[config.mk]
export PLATFORM = sky130hd
export DESIGN_NAME = adc_scan_sequencer
export DESIGN_NICKNAME = d
export VERILOG_FILES = /design/src/rtl/adc_seq_pkg.sv /design/src/rtl/adc_seq_arb.sv /design/src/rtl/adc_scan_sequencer.sv
export SDC_FILE = /design/constraint.sdc
export NUM_CORES = 1
export LEC_CHECK = 0
export BUFFER_PORTS_ARGS = -buffer_cell sky130_fd_sc_hd__buf_4
export CELL_PAD_IN_SITES_DETAIL_PLACEMENT = 0
export CELL_PAD_IN_SITES_GLOBAL_PLACEMENT = 2
export CORE_MARGIN = 5
export CORE_UTILIZATION = 24
export DETAILED_ROUTE_END_ITERATION = 8
export GPL_ROUTABILITY_DRIVEN = 0
export GPL_TIMING_DRIVEN = 0
export PLACE_DENSITY_LB_ADDON = 0.1
export SLEW_MARGIN = 0
export SYNTH_ARGS = -nofsm -noshare
export SYNTH_HDL_FRONTEND = slang
export SYNTH_SLANG_ARGS = --single-unit
[constraint.sdc]
create_clock -name clock_clk -period 2.35 [get_ports clock_clk]
set_input_delay 0.47 -clock clock_clk [delete_from_list [all_inputs] [get_ports clock_clk]]
set_output_delay 0.47 -clock clock_clk [all_outputs]
set_load 0.1 [all_outputs]
[src/rtl/adc_seq_pkg.sv]
// rtl/adc_seq_pkg.sv - shared constants and FSM state type for the ADC scan sequencer
package adc_seq_pkg;

  localparam int CHAN_W          = 5;
  localparam int DATA_W          = 12;
  localparam int ACC_W           = 14;
  localparam int DEFAULT_TIMEOUT = 255;

  typedef enum logic [2:0] {
    IDLE,
    ARB,
    CMD,
    WAIT,
    STORE
  } seq_state_t;

endpackage

[src/rtl/adc_seq_arb.sv]
// rtl/adc_seq_arb.sv - scan slot index and scan/request round-robin arbitration
module adc_seq_arb #(
  parameter int NUM_SLOTS = 4,
  parameter int SLOT_W    = 2
) (
  input  logic              i_clk,
  input  logic              i_reset,
  input  logic              i_arb,
  input  logic              i_scan_en,
  input  logic              i_req_valid,
  input  logic              i_advance,
  output logic              o_grant_scan,
  output logic              o_grant_req,
  output logic              o_last_scan,
  output logic [SLOT_W-1:0] o_slot
);

  logic              r_last_scan;
  logic [SLOT_W-1:0] r_slot;

  // A request only yields to scanning when the previous grant already went to it.
  always_comb begin
    o_grant_req  = i_arb && i_req_valid && (r_last_scan || !i_scan_en);
    o_grant_scan = i_arb && i_scan_en && !o_grant_req;
  end

  always_ff @(posedge i_clk) begin
    if (i_reset) begin
      r_last_scan <= 1'b0;
      r_slot      <= '0;
    end else begin
      if (o_grant_scan) begin
        r_last_scan <= 1'b1;
      end else if (o_grant_req) begin
        r_last_scan <= 1'b0;
      end
      if (i_advance) begin
        r_slot <= (r_slot == SLOT_W'(NUM_SLOTS - 1)) ? '0 : r_slot + 1'b1;
      end
    end
  end

  assign o_last_scan = r_last_scan;
  assign o_slot      = r_slot;

endmodule

[src/rtl/adc_scan_sequencer.sv]
// rtl/adc_scan_sequencer.sv - round-robin ADC slot scanner with one-shot request port
// ADC_SCAN_AVG_EN: each scan grant averages four back-to-back conversions.
module adc_scan_sequencer
  import adc_seq_pkg::*;
#(
  parameter int NUM_SLOTS = 4,
  parameter int TIMEOUT   = DEFAULT_TIMEOUT
) (
  input  logic                          clock_clk,
  input  logic                          reset_sink_reset,
  input  logic                          scan_en,
  input  logic [NUM_SLOTS*CHAN_W-1:0]   slot_chan,
  input  logic                          req_valid,
  input  logic [CHAN_W-1:0]             req_channel,
  output logic                          req_ready,
  output logic                          rsp_valid,
  output logic [DATA_W-1:0]             rsp_data,
  output logic                          command_valid,
  output logic [CHAN_W-1:0]             command_channel,
  output logic                          command_startofpacket,
  output logic                          command_endofpacket,
  input  logic                          command_ready,
  input  logic                          response_valid,
  input  logic [CHAN_W-1:0]             response_channel,
  input  logic [DATA_W-1:0]             response_data,
  output logic [NUM_SLOTS*DATA_W-1:0]   sample_data,
  output logic [NUM_SLOTS-1:0]          sample_fresh,
  output logic                          timeout_err
);

  localparam int SLOT_W = (NUM_SLOTS > 1) ? $clog2(NUM_SLOTS) : 1;

  seq_state_t         r_state, w_next;
  logic [CHAN_W-1:0]  r_chan;
  logic [7:0]         r_tmo;
  logic [DATA_W-1:0]  r_sample [NUM_SLOTS];
  logic [NUM_SLOTS-1:0] r_fresh;
  logic [DATA_W-1:0]  r_rsp_data;
  logic               r_timeout_err;
  logic [CHAN_W-1:0]  w_slot_chan [NUM_SLOTS];
  logic               w_grant_scan, w_grant_req, w_last_scan, w_advance;
  logic [SLOT_W-1:0]  w_slot;
  logic               w_match, w_tmo_hit, w_last_conv;
  logic [DATA_W-1:0]  w_store_data;

  for (genvar k = 0; k < NUM_SLOTS; k++) begin : g_slot
    assign w_slot_chan[k]                   = slot_chan[k*CHAN_W +: CHAN_W];
    assign sample_data[k*DATA_W +: DATA_W]  = r_sample[k];
  end

  assign w_match   = (r_state == WAIT) && response_valid && (response_channel == r_chan);
  assign w_tmo_hit = (r_state == WAIT) && !w_match && (r_tmo == 8'(TIMEOUT - 1));
  assign w_advance = w_last_scan && ((r_state == STORE) || w_tmo_hit);

  adc_seq_arb #(
    .NUM_SLOTS (NUM_SLOTS),
    .SLOT_W    (SLOT_W)
  ) u_arb (
    .i_clk        (clock_clk),
    .i_reset      (reset_sink_reset),
    .i_arb        (r_state == ARB),
    .i_scan_en    (scan_en),
    .i_req_valid  (req_valid),
    .i_advance    (w_advance),
    .o_grant_scan (w_grant_scan),
    .o_grant_req  (w_grant_req),
    .o_last_scan  (w_last_scan),
    .o_slot       (w_slot)
  );

`ifdef ADC_SCAN_AVG_EN
  logic [1:0]       r_conv;
  logic [ACC_W-1:0] r_acc;
  logic [ACC_W-1:0] w_sum;

  assign w_sum        = r_acc + ACC_W'(response_data);
  assign w_last_conv  = !w_last_scan || (r_conv == 2'd3);
  assign w_store_data = w_sum[ACC_W-1:2];

  always_ff @(posedge clock_clk) begin
    if (reset_sink_reset || w_grant_scan) begin
      r_conv <= '0;
      r_acc  <= '0;
    end else if (w_match && w_last_scan) begin
      r_conv <= r_conv + 2'd1;
      r_acc  <= w_sum;
    end
  end
`else
  assign w_last_conv  = 1'b1;
  assign w_store_data = response_data;
`endif

  always_ff @(posedge clock_clk) begin
    if (reset_sink_reset) begin
      r_state <= IDLE;
    end else begin
      r_state <= w_next;
    end
  end

  always_comb begin
    w_next                = r_state;
    req_ready             = 1'b0;
    rsp_valid             = 1'b0;
    command_valid         = 1'b0;
    command_startofpacket = 1'b0;
    command_endofpacket   = 1'b0;
    case (r_state)
      IDLE: if (scan_en || req_valid) w_next = ARB;
      ARB: begin
        req_ready = w_grant_req;
        w_next    = (w_grant_req || w_grant_scan) ? CMD : IDLE;
      end
      CMD: begin
        command_valid         = 1'b1;
        command_startofpacket = 1'b1;
        command_endofpacket   = 1'b1;
        if (command_ready) w_next = WAIT;
      end
      WAIT: begin
        if (w_match) begin
          w_next = w_last_conv ? STORE : CMD;
        end else if (w_tmo_hit) begin
          w_next = ARB;
        end
      end
      STORE: begin
        rsp_valid = !w_last_scan;
        w_next    = ARB;
      end
      default: w_next = IDLE;
    endcase
  end

  // Results land as STORE is entered so they are visible for the whole STORE cycle.
  always_ff @(posedge clock_clk) begin
    if (reset_sink_reset) begin
      r_chan        <= '0;
      r_tmo         <= '0;
      r_fresh       <= '0;
      r_rsp_data    <= '0;
      r_timeout_err <= 1'b0;
      for (int k = 0; k < NUM_SLOTS; k++) r_sample[k] <= '0;
    end else begin
      if (w_grant_scan) begin
        r_chan          <= w_slot_chan[w_slot];
        r_fresh[w_slot] <= 1'b0;
      end else if (w_grant_req) begin
        r_chan <= req_channel;
      end
      if (r_state == CMD) begin
        r_tmo <= '0;
      end else if (r_state == WAIT) begin
        r_tmo <= r_tmo + 8'd1;
      end
      if (w_tmo_hit) r_timeout_err <= 1'b1;
      if (w_match && !w_last_scan) r_rsp_data <= response_data;
      if (w_match && w_last_scan && w_last_conv) begin
        r_sample[w_slot] <= w_store_data;
        r_fresh[w_slot]  <= 1'b1;
      end
    end
  end

  assign command_channel = r_chan;
  assign rsp_data        = r_rsp_data;
  assign sample_fresh    = r_fresh;
  assign timeout_err     = r_timeout_err;

endmodule
; ---- After elaboration in Yosys (flattened, before gate mapping)
; Memory sizes are Yosys's and may differ from the RTL's.
; Index checks and enable logic that the tools add are counted.
[totals]
register_bits = 36
latchBits = 0
mem_bits_rw = 48
romBits = 0
input_bits = 48
out_inout_bits = 75
n_memories = 1
[memory_table]
columns = name, depth, word_bits, read_ports, rd_clocked_by_memory_dff, write_ports, line_no
row1 = r_sample, 4, 12, 4, 0, 4, adc_scan_sequencer.sv:36  ; logic [DATA_W-1:0] r_sample [NUM_SLOTS];
[op_classes]
addsub = 2
mul = 0
n_div = 0
n_lt_le_gt_ge = 3
n_eq_ne = 10
shift = 0
muxes = 30
n_bitwise = 4
reduce_logical = 25
[op_table]
columns = op, n
row1 = 5-bit 2-to-1 mux, 4
row2 = 3-bit case mux with 5 select lines, 1
row3 = 1-bit logical AND, 12
row4 = 1-bit 2-to-1 mux, 12
row5 = 12-bit 2-to-1 mux, 1
row6 = 3-bit 2-to-1 mux, 4
row7 = 4-bit 2-to-1 mux, 3
row8 = 12-bit OR reduction, 1
row9 = 5-bit binary-select mux with 2-bit select, 1
row10 = "8-bit by 1-bit adder with 8-bit output, second input constant", 1
row11 = "8-bit equality test, second input constant", 1
row12 = "3-bit by 2-bit equality test with 1-bit output, second input constant", 2
row13 = 2-bit 2-to-1 mux, 3
row14 = 5-bit equality test, 1
row15 = 4-bit AND, 1
row16 = 1-bit zero test, 4
row17 = 1-bit logical OR, 4
row18 = "2-bit != test, second input constant", 2
row19 = 4-bit inverter, 1
row20 = 4-bit OR, 1
row21 = "3-bit by 1-bit equality test with 1-bit output, second input constant", 1
row22 = "3-bit equality test, second input constant", 1
row23 = "3-bit >= comparator, second input constant", 1
row24 = 3-bit zero test, 1
row25 = other kinds (10), 10

; ---- Longest topological paths before layout
[logic_depth]
ltp_word = 10
mapped_depth = 7

; ---- Hierarchy
; From an unflattened synthesis, not the netlist that was laid out.
[unflattened]
cells_unflattened = 327
area_unflattened_um2 = 3746.1
[by_module_without_submodules]
columns = mod, instances, cells_each, area_each_um2, seq_area_each_um2
row1 = adc_scan_sequencer, 1, 311, 3604.7, 2102.0
row2 = adc_seq_arb, 1, 16, 141.4, 60.1

; ---- Least setup slack after synthesis
; No wires, ideal clock.
[synth_timing]
path_kind = register to register
from = reg r_chan[1], in the netlist command_channel[1]
to = mem r_sample[2][0] (enable)
setup_time_ps = 398
arrival_ps = 2607
required_time_ps = 1952
setup_slack_ps = -655
stages_incl_launch_ff = 6
cell_sequence = dfxtp_1 -> xnor2_2 -> nand4_4 -> nor3_1 -> nand3_1 -> o21ai_0
[synth_lines]
columns = element, line_no
row1 = from (decl), adc_scan_sequencer.sv:34  ; logic [CHAN_W-1:0] r_chan;
row2 = from (signal assigned), adc_scan_sequencer.sv:147  ; r_chan <= w_slot_chan[w_slot];
row3 = from (signal assigned), adc_scan_sequencer.sv:150  ; r_chan <= req_channel;
row4 = to (decl), adc_scan_sequencer.sv:36

; ---- Worst setup path in the final report
[layout_timing]
from = reg r_state[0]
to = out req_ready
[layout_between]
elab_chain_len = 4
[layout_lines]
columns = element, line_no
row1 = from (decl), adc_scan_sequencer.sv:33  ; seq_state_t r_state, w_next;
row2 = from (signal assigned), adc_scan_sequencer.sv:98  ; r_state <= w_next;
row3 = 3-bit by 1-bit equality test with 1-bit output *, "adc_scan_sequencer.sv:61, adc_scan_sequencer.sv:109"
row4 = 1-bit logical AND (2 in a row), adc_seq_arb.sv:23  ; o_grant_req = i_arb && i_req_valid && (r_last_scan || !i_scan_en);
row5 = 1-bit 2-to-1 mux *, adc_scan_sequencer.sv:109  ; case (r_state)
row6 = to (decl), adc_scan_sequencer.sv:15  ; output logic req_ready,
; Every way passes the cells marked *; elsewhere a longest branch is shown, timed or not.

==> metrics.txt <==
status finished, final reports clean; starting density of the core 0.2432; clock buffer count from CTS 9; Post-CTS Hold Fix Bufs 0; HPWL Detailed 7436 um; post-detailed-routing wire length 9655 um; type of the worst setup path reg -> out; final worst path period share 0.9385; wire length of the first global-routing pass 15,150 um; biggest cell delay along the critical path 0.46 ns; critical path peak fanout 8; num ports 123; setup TNS 0 ns; buffer levels on the longest clock path 2; DR iter-0 viols 117; gate count after technology mapping 293; total power draw 3827 uW; syn_nets 347; largest net degree at the start of global routing 16; row count 45; number of detailed-route iterations in the first pass 4; cell with the largest stage delay on the worst path sky130_fd_sc_hd__dfxtp_1; Arrival @ worst endpoint 1.74 ns; CTS tree built; DIE HEIGHT 133.7 um; slew at the pin closest to its max-slew limit 0.5970 ns; Max Cap Violations 0; final count of negative-setup-slack endpoints 0; clock sink total 84; post-placement worst setup slack -0.4487 ns; fill cell total of the finished layout 1,540; global route total overflow 0; clock skew 0.006545 ns; Max-slew headroom 0.6020; PwrDens 738.3 mW/mm2; share of cells above drive strength 1 0.4167; Synth cell types 43; commonest cells after routing, fill and taps aside 126 x sky130_fd_sc_hd__buf_4, 48 x sky130_fd_sc_hd__edfxtp_1, 42 x sky130_fd_sc_hd__and2_1; critical path required time 1.88 ns; Multi-input gate area 0.001424 mm2; ys flop type sky130_fd_sc_hd__edfxtp_1; antenna violations before repair 0; share of synthesized registers carrying an async set or reset 0; Root Buffer sky130_fd_sc_hd__clkbuf_16; Peak VDD IR 0.0003442 V; number of synthesis warnings 0; mean instance size in the synthesized netlist 12.52 um2; static power due to leakage 0.002119 uW; clock period minus worst slack 2.205 ns; Synth Cell Area 0.003670 mm2; x dimension of the die 133.7 um; remaining routing DRC violations 0; Hold Violations, Final 0; Area growth, synth to finish 41.25%; unrepaired setup endpoints after global routing false; sequential element share of the synthesized area 0.5892; Hold Crit Class in -> reg; CP delay by family, top simple AND/OR/NAND/NOR gates; tightest hold margin 0.4039 ns; cell breakdown of the critical path nor3b_1 > and3_1 > buf_4; fmax 453.4 MHz; post-route ant nets 0; clock slew at reported path FFs 0.06 ns; net count reported at finish 481; EDFF count, synth 48; overall global routing resource usage 0.1103; core area 0.01509 mm2; Critical Path Start Type flop; vias in the first global route 2,677; final setup slack of the worst path 0.1445 ns; Antenna Cells 0; count of buffers from port buffering 121; number of levels in the clock H-tree 3; #FFs+latches synth 84; number of vias per cell after detailed routing 4.213; Slew Limit Fails 0; routed vias 2,612; most common cell after layout, fill and taps aside sky130_fd_sc_hd__buf_4; die footprint 0.01786 mm2; detail-routed net length per standard cell 15.57 um; buffering stage count on the worst path with inverters included 1; register area 0.002168 mm2; post-layout util 0.3435; category of the worst setup path capture point output pin; clock network latency to the later pin of the worst-skew pair 0.34 ns
## stage by stage
step | instances | cell area (um2)
final | 620 | 5184
after global placement | 602 | 4822
after floorplan | 293 | 3679
after global routing | 620 | 5184
after detailed placement | 602 | 4822
after CTS | 620 | 5169
## routing by layer
layer	vias up	routed length, um	track usage	part of all wire
li1	1305	-	-	-
met1	1205	4398	0.1436	0.46
met2	93	4362	0.1724	0.45
met3	9	770	0.03776	0.080
met4	0	125	0.03600	0.013
met5	-	0	0	0
## final timing paths
path | startpoint | endpoint | slack (ns) | depth (start not counted)
setup / recovery | r_state[0]$_SDFFE_PP0P_ | req_ready | 0.14 | 3
hold / removal | req_channel[3] | command_channel[3]$_SDFFE_PP0N_ | 0.40 | 3
setup reg to reg | u_arb.o_last_scan$_SDFFE_PP0N_ | r_sample[0][10]$_SDFFCE_PN0P_ | 0.23 | 5
hold reg to reg | r_tmo[7]$_SDFFE_PP0N_ | r_tmo[7]$_SDFFE_PP0N_ | 0.49 | 2
## power by group
| group | total, uW | internal [uW] | leakage, uW | switching, uW |
|---|---|---|---|---|
| Sequential | 1630 | 1600 | 0.000789 | 32.4 |
| Clock | 1540 | 937 | 0.000158 | 602 |
| Combinational | 658 | 175 | 0.00117 | 483 |
## flip-flops by register name, indices dropped and copies added, names as in the netlist
signal,count
command_channel,5
u_arb.o_slot,2
sample_fresh,4
r_sample,48
u_arb.o_last_scan,1
timeout_err,1
r_tmo,8
r_state,3
rsp_data,12
## what timing repair did
| item | 4_1_cts | 5_1_grt |
|---|---|---|
| pin swaps | 1 | 0 |
| setup buffers | 2 | 0 |
| setup endpoints to repair | 36 | 12 |
| gates resized for setup | 2 | 2 |
## cell type report
| cell class | instances | area share |
|---|---|---|
| multi-input cells | 190 | 0.2747 |
| plain buffers | 15 | 0.01810 |
| repair buffers | 123 | 0.1781 |
| flip-flops and latches | 84 | 0.4183 |
| clock buffers | 9 | 0.04345 |
| inverters | 4 | 0.002896 |
| clock inverters | 7 | 0.01907 |
| well taps | 188 | 0.04538 |
## worst register-to-register path: cells and delay by family (launching register included)
family | cells | cell delay, ns
AND/OR/NAND/NOR | 4 | 1.14
flip-flops | 1 | 0.30
buffers and inverters | 1 | 0.34
## synthesized netlist by cell type (2+ instances only)
library cell / number / area (um2)
sky130_fd_sc_hd__edfxtp_1: 48 / 1441
sky130_fd_sc_hd__and2_1: 42 / 262.8
sky130_fd_sc_hd__dfxtp_1: 36 / 720.7
sky130_fd_sc_hd__nor2_1: 31 / 116.4
sky130_fd_sc_hd__mux2i_1: 17 / 170.2
sky130_fd_sc_hd__nand2_1: 15 / 56.30
sky130_fd_sc_hd__a21oi_1: 6 / 30.03
sky130_fd_sc_hd__and2_2: 6 / 45.04
sky130_fd_sc_hd__clkbuf_1: 6 / 22.52
sky130_fd_sc_hd__ha_1: 6 / 75.07
sky130_fd_sc_hd__o21ai_0: 6 / 30.03
sky130_fd_sc_hd__a211oi_1: 5 / 37.54
sky130_fd_sc_hd__mux4_2: 5 / 112.6
sky130_fd_sc_hd__a32o_1: 4 / 40.04
sky130_fd_sc_hd__and3_1: 4 / 25.02
sky130_fd_sc_hd__xnor2_2: 4 / 65.06
sky130_fd_sc_hd__xor2_1: 4 / 35.03
sky130_fd_sc_hd__and3_4: 3 / 33.78
sky130_fd_sc_hd__buf_2: 3 / 15.01
sky130_fd_sc_hd__buf_4: 3 / 22.52
sky130_fd_sc_hd__buf_6: 3 / 33.78
sky130_fd_sc_hd__inv_1: 3 / 11.26
sky130_fd_sc_hd__nand2b_1: 3 / 18.77
sky130_fd_sc_hd__nand4_1: 3 / 18.77
sky130_fd_sc_hd__nor3_1: 3 / 15.01
sky130_fd_sc_hd__nand3_1: 2 / 10.01
sky130_fd_sc_hd__nor4_4: 2 / 42.54
sky130_fd_sc_hd__o21a_1: 2 / 15.01
sky130_fd_sc_hd__or2_2: 2 / 12.51
sky130_fd_sc_hd__or3_1: 2 / 12.51
sky130_fd_sc_hd__xnor2_1: 2 / 17.52
## kinds of logic (layout without fill, tap and decap cells)
group | after synthesis | after routing | share of synthesized area
compound gates | 27 | 27 | 0.04978
xor+xnor | 10 | 10 | 0.03205
fa+ha+maj | 6 | 6 | 0.02046
buf+inv | 19 | 158 | 0.02966
flops | 84 | 84 | 0.5892
mux | 23 | 23 | 0.08012
simple gates | 124 | 124 | 0.1988
(Power assumes the default switching activity.)
